### config.mk
export PLATFORM = sky130hd
export DESIGN_NAME = dmem_arbiter
export DESIGN_NICKNAME = d
export VERILOG_FILES = /design/src/rtl/dmem_arbiter.sv
export SDC_FILE = /design/constraint.sdc
export NUM_CORES = 1
export LEC_CHECK = 0
export ABC_AREA = 1
export CAP_MARGIN = 20
export CORE_MARGIN = 2
export CORE_UTILIZATION = 42
export CTS_CLUSTER_DIAMETER = 100
export DETAILED_ROUTE_END_ITERATION = 6
export GPL_ROUTABILITY_DRIVEN = 0
export PLACE_DENSITY = 0.86
export SLEW_MARGIN = 20
export SYNTH_ARGS = -nofsm -noshare
export SYNTH_HDL_FRONTEND = slang
export SYNTH_SLANG_ARGS = --single-unit
### constraint.sdc
create_clock -name clk -period 2.9 [get_ports clk]
set_input_delay 0.58 -clock clk [delete_from_list [all_inputs] [get_ports clk]]
set_output_delay 0.58 -clock clk [all_outputs]
set_load 0.02 [all_outputs]
### src/rtl/dmem_arbiter.sv
// Two-port arbiter for the single-ported data memory: CPU (C) has fixed priority,
// a streak counter guarantees the DMA port (D) a slot after MAX_STREAK CPU wins.
module dmem_arbiter #(
  parameter int ADDR_W     = 16,
  parameter int MAX_STREAK = 4
) (
  input  logic        clk,
  input  logic        rst_n,

  input  logic        c_req,
  input  logic        c_we,
  input  logic [31:0] c_addr,
  input  logic [31:0] c_wdata,
  output logic        c_gnt,
  output logic [31:0] c_rdata,
  output logic        c_rvalid,

  input  logic        d_req,
  input  logic        d_we,
  input  logic [31:0] d_addr,
  input  logic [31:0] d_wdata,
  output logic        d_gnt,
  output logic [31:0] d_rdata,
  output logic        d_rvalid,

  output logic [31:0] mem_addr,
  output logic        mem_re,
  output logic        mem_we,
  output logic [31:0] mem_wdata,
  input  logic [31:0] mem_rd_data
);

  localparam logic [31:0] ADDR_MASK =
    (ADDR_W >= 32) ? 32'hFFFF_FFFF : 32'((64'd1 << ADDR_W) - 64'd1);
  localparam logic [7:0] STREAK_LIMIT = 8'(MAX_STREAK);

  typedef enum logic {OWNER_C, OWNER_D} owner_t;

  logic [7:0] streak;
  owner_t     owner;
  logic       c_xfer;
  logic       d_xfer;

  // Once the CPU has used up its streak while D waits, D wins the next slot.
  always_comb begin
    c_gnt = 1'b0;
    d_gnt = 1'b0;
    if (rst_n) begin
      if (streak == STREAK_LIMIT && d_req) begin
        d_gnt = 1'b1;
      end else if (c_req) begin
        c_gnt = 1'b1;
      end else if (d_req) begin
        d_gnt = 1'b1;
      end
    end
  end

  assign c_xfer = c_req & c_gnt;
  assign d_xfer = d_req & d_gnt;

  always_ff @(posedge clk or negedge rst_n) begin
    if (!rst_n) begin
      mem_addr  <= '0;
      mem_re    <= 1'b0;
      mem_we    <= 1'b0;
      mem_wdata <= '0;
      owner     <= OWNER_C;
    end else begin
      mem_re <= 1'b0;
      mem_we <= 1'b0;
      if (c_xfer) begin
        mem_addr  <= c_addr & ADDR_MASK;
        mem_we    <= c_we;
        mem_re    <= ~c_we;
        mem_wdata <= c_wdata;
        owner     <= OWNER_C;
      end else if (d_xfer) begin
        mem_addr  <= d_addr & ADDR_MASK;
        mem_we    <= d_we;
        mem_re    <= ~d_we;
        mem_wdata <= d_wdata;
        owner     <= OWNER_D;
      end
    end
  end

  // mem_re doubles as the in-flight is_read flag; data lands at the end of its cycle.
  always_ff @(posedge clk or negedge rst_n) begin
    if (!rst_n) begin
      c_rdata  <= '0;
      d_rdata  <= '0;
      c_rvalid <= 1'b0;
      d_rvalid <= 1'b0;
    end else begin
      c_rvalid <= mem_re && (owner == OWNER_C);
      d_rvalid <= mem_re && (owner == OWNER_D);
      if (mem_re && owner == OWNER_C) begin
        c_rdata <= mem_rd_data;
      end
      if (mem_re && owner == OWNER_D) begin
        d_rdata <= mem_rd_data;
      end
    end
  end

  always_ff @(posedge clk or negedge rst_n) begin
    if (!rst_n) begin
      streak <= '0;
    end else if (d_xfer || !d_req) begin
      streak <= '0;
    end else if (c_xfer && streak != STREAK_LIMIT) begin
      streak <= streak + 8'd1;
    end
  end

endmodule

==> impl_metrics.ini <==
[run_status]
run_status = completed

[timing]
skew_ns = 0.007085
drv_slew = 0
tightest_slew_ns = 1.020
period_share = 0.8670
finalHoldViolations = 0
setup_viol = 0
slew_headroom = 0.3173
max_freq_mhz = 397.7
rsz0062_at_grt = false
fin_tns_setup_ns = 0
post-route-min-period_ns = 2.514
layout_setup_ws_ns = 0.3858

[clock_network]
htree_levels = 4
clk_path_buf_depth = 2
cts_buffers = 17
cts_tree = built
cts_root_buffer = clkbuf_16
clock_latency_ns = 0.41
clkTransAtPathRegs_ns = 0.06
cts_sinks = 125

[global_routing]
track_usage = 0.2383
grt_pass1_vias = 5047
antenna_found_initial = 0
grt_max_degree = 86
grt_overflow = 0
grt_pass1_wl_um = 24900

[power]
p_sw_mw = 1.978
seq_power_share = 0.364
p_leak_nw = 3.997
netSwitchingFraction = 0.3115
pwr-share-comb = 0.299
cell_internal_pwr_mw = 4.371
p_per_area_mw_per_mm2 = 738.7
clockPowerShare = 0.338
ir_worst_vdd_mv = 0.3260
power_mw = 6.349

[synthesis]
synth_fa_ha_area_frac = 0.004645
synth_top_family_by_area = simple AND/OR/NAND/NOR gates
yosysWarnings = 0
synth_top_area_frac = 0.5806
seq_area_frac_synth = 0.5806
yosysUniqueCellTypes = 23
synthMuxAreaShare = 0
ys_top_cells_by_area = dfrtp_1, nand3_1, nand2_1
syn-cell-area_sq_mm = 0.005388
synth.largest_area_cell = dfrtp_1
post_synth.cell_area_avg_sq_um = 8.775
synth_compound_area_frac = 0.06967
synth-xor-area-share = 0.003251
ys_ff_latch = 125
netlist_instances = 614
synth-simple-area-share = 0.2529

[routing]
final_antenna_net_count = 0
drt_pass1_iterations = 7
drc = 0
drtIter0Drc = 327
wire_per_inst_um = 16.10
num_vias = 5144
wirelength_um = 16710
viasPerCell = 4.956

[critical_path]
worst_r2r_startpoint = streak[0]
required_ns = 2.32
critical_path_class = input port to primary output
crit_chain = dlygate4sd3_1, buf_6, nand2_2, inv_2, nand2_2, inv_2, dlymetal6s2s_1
slowest_stage = dlygate4sd3_1
cpPeakStageDelay_ns = 0.58
worstPathArrival_ns = 1.93
worstSetupEndpointType = primary output
critPathLaunchType = input port
cp_max_fo = 19
cp-startpoint = rst_n

[final_layout]
finalCoreUtilization = 0.6838
drive_gt1_frac = 0.05774
area.growth.synth_to_final_pct = 59.52
nNetsFinal = 1021
n_antenna_cell = 0
fin_cells = 1038

[floorplan]
start_util = 0.4287
die_x_um = 117.3
core_sq_mm = 0.01257
ios = 300
num_rows = 41
die-area_sq_mm = 0.01375
dieHeight_um = 117.3

[worst_hold_path]
hp-start = c_rdata[18]
min_path_type = register to register

[placement]
io_buffers = 251
place_ws_ns = 0.2417
dp_hpwl_um = 11700
place_inst = 1004

[flow_run]
cap_violations = 0
Yosys cell counts (all sizes together):
| cell | count |
|---|---|
| nand3 | 151 |
| clkbuf | 21 |
| o21ai | 70 |
| xor2 | 1 |
| a21oi | 2 |
| buf | 35 |
| inv | 48 |
| xnor2 | 1 |
| ha | 2 |
| nand2 | 139 |
| conb | 1 |
| nand4 | 4 |
| nor2 | 12 |
| nor3 | 2 |
| dfrtp | 125 |
state kept, by name, indices dropped and copies added, names as in the netlist:
| register | count |
|---|---|
| c_rvalid | 1 |
| mem_we | 1 |
| d_rvalid | 1 |
| mem_addr | 16 |
| d_rdata | 32 |
| mem_re | 1 |
| mem_wdata | 32 |
| c_rdata | 32 |
| streak | 8 |
| owner | 1 |
power groups by stage:
stage                     clock network (mW)  registers, mW  logic [mW]
final                                   2.14           2.31        1.90
after global routing                    2.26           2.34        2.04
after CTS                               2.17           2.31        1.91
after detailed placement                   0           2.33        1.89
after global placement                     0           2.31        1.85
after floorplan                            0           2.74       0.398
stage by stage:
| step | hold WS, ns | instance area (sq um) |
|---|---|---|
| detailed placement | 0.4195 | 7955 |
| global placement | 0.4191 | 7955 |
| CTS | 0.4867 | 8566 |
| finish | 0.4819 | 8594 |
| floorplan | 0.2844 | 5444 |
| global route | 0.5065 | 8594 |
timing repair:
item / CTS / global route
resized for setup: 0 / 2
hold buffers: 1 / 0
setup buffers: 0 / 0
endpoints found under the hold margin: 11 / 0
setup endpoints to repair: 0 / 2
layer usage:
metal  global-route usage  vias up  share of wire
met5                    0        -              0
met4              0.08863        0          0.022
met3              0.09372       27           0.11
met2               0.4050      263           0.51
met1               0.2718     2388           0.36
li1                     -     2466              -
cell families after synthesis:
logic type,count (synthesis)
AOI/OAI and AO/OA,72
xor gates and xnor gates,2
adders and majority gates,2
buffers and inverters,104
DFF,125
other,1
and+or+nand+nor,308
worst max-delay path: cells and delay by family:
kind / cells / cell delay [ns]
AND/OR/NAND/NOR: 2 / 0.16
buffers and inverters: 5 / 1.16
cell type report:
class,count,area (sq um)
Sequential cell,125,3128
Fill cell,937,3974
Clock inverter,13,167.7
Tap cell,172,215.2
Timing Repair Buffer,261,2613
Inverter,48,180.2
Clock buffer,19,432.9
Multi-Input combinational cell,400,1858
final timing paths:
check | endpoint | slack [ns] | cells after the start
min | c_rdata[18] | 0.48 | 2
min reg2reg | c_rdata[18] | 0.48 | 2
max reg2reg | streak[7] | 1.02 | 8
max | d_gnt | 0.39 | 7
max in group asynchronous | c_rdata[18] | 1.30 | 3
min in group asynchronous | owner | 0.62 | 2
layout by cell type (no fill, tap or decap), drive strengths merged:
cell type	synthesis	final
inv	48	49
dfrtp	125	125
xnor2	1	1
dlymetal6s2s	0	2
clkbuf	21	19
ha	2	2
xor2	1	1
nand4	4	4
nor2	12	12
bufinv	0	3
buf	35	10
conb	1	16
a21oi	2	2
nand3	151	151
clkinvlp	0	4
clkinv	0	5
nor3	2	2
clkdlybuf4s50	0	248
nand2	139	139
dlygate4sd3	0	1
o21ai	70	70
Power figures use the tool's default switching activity.
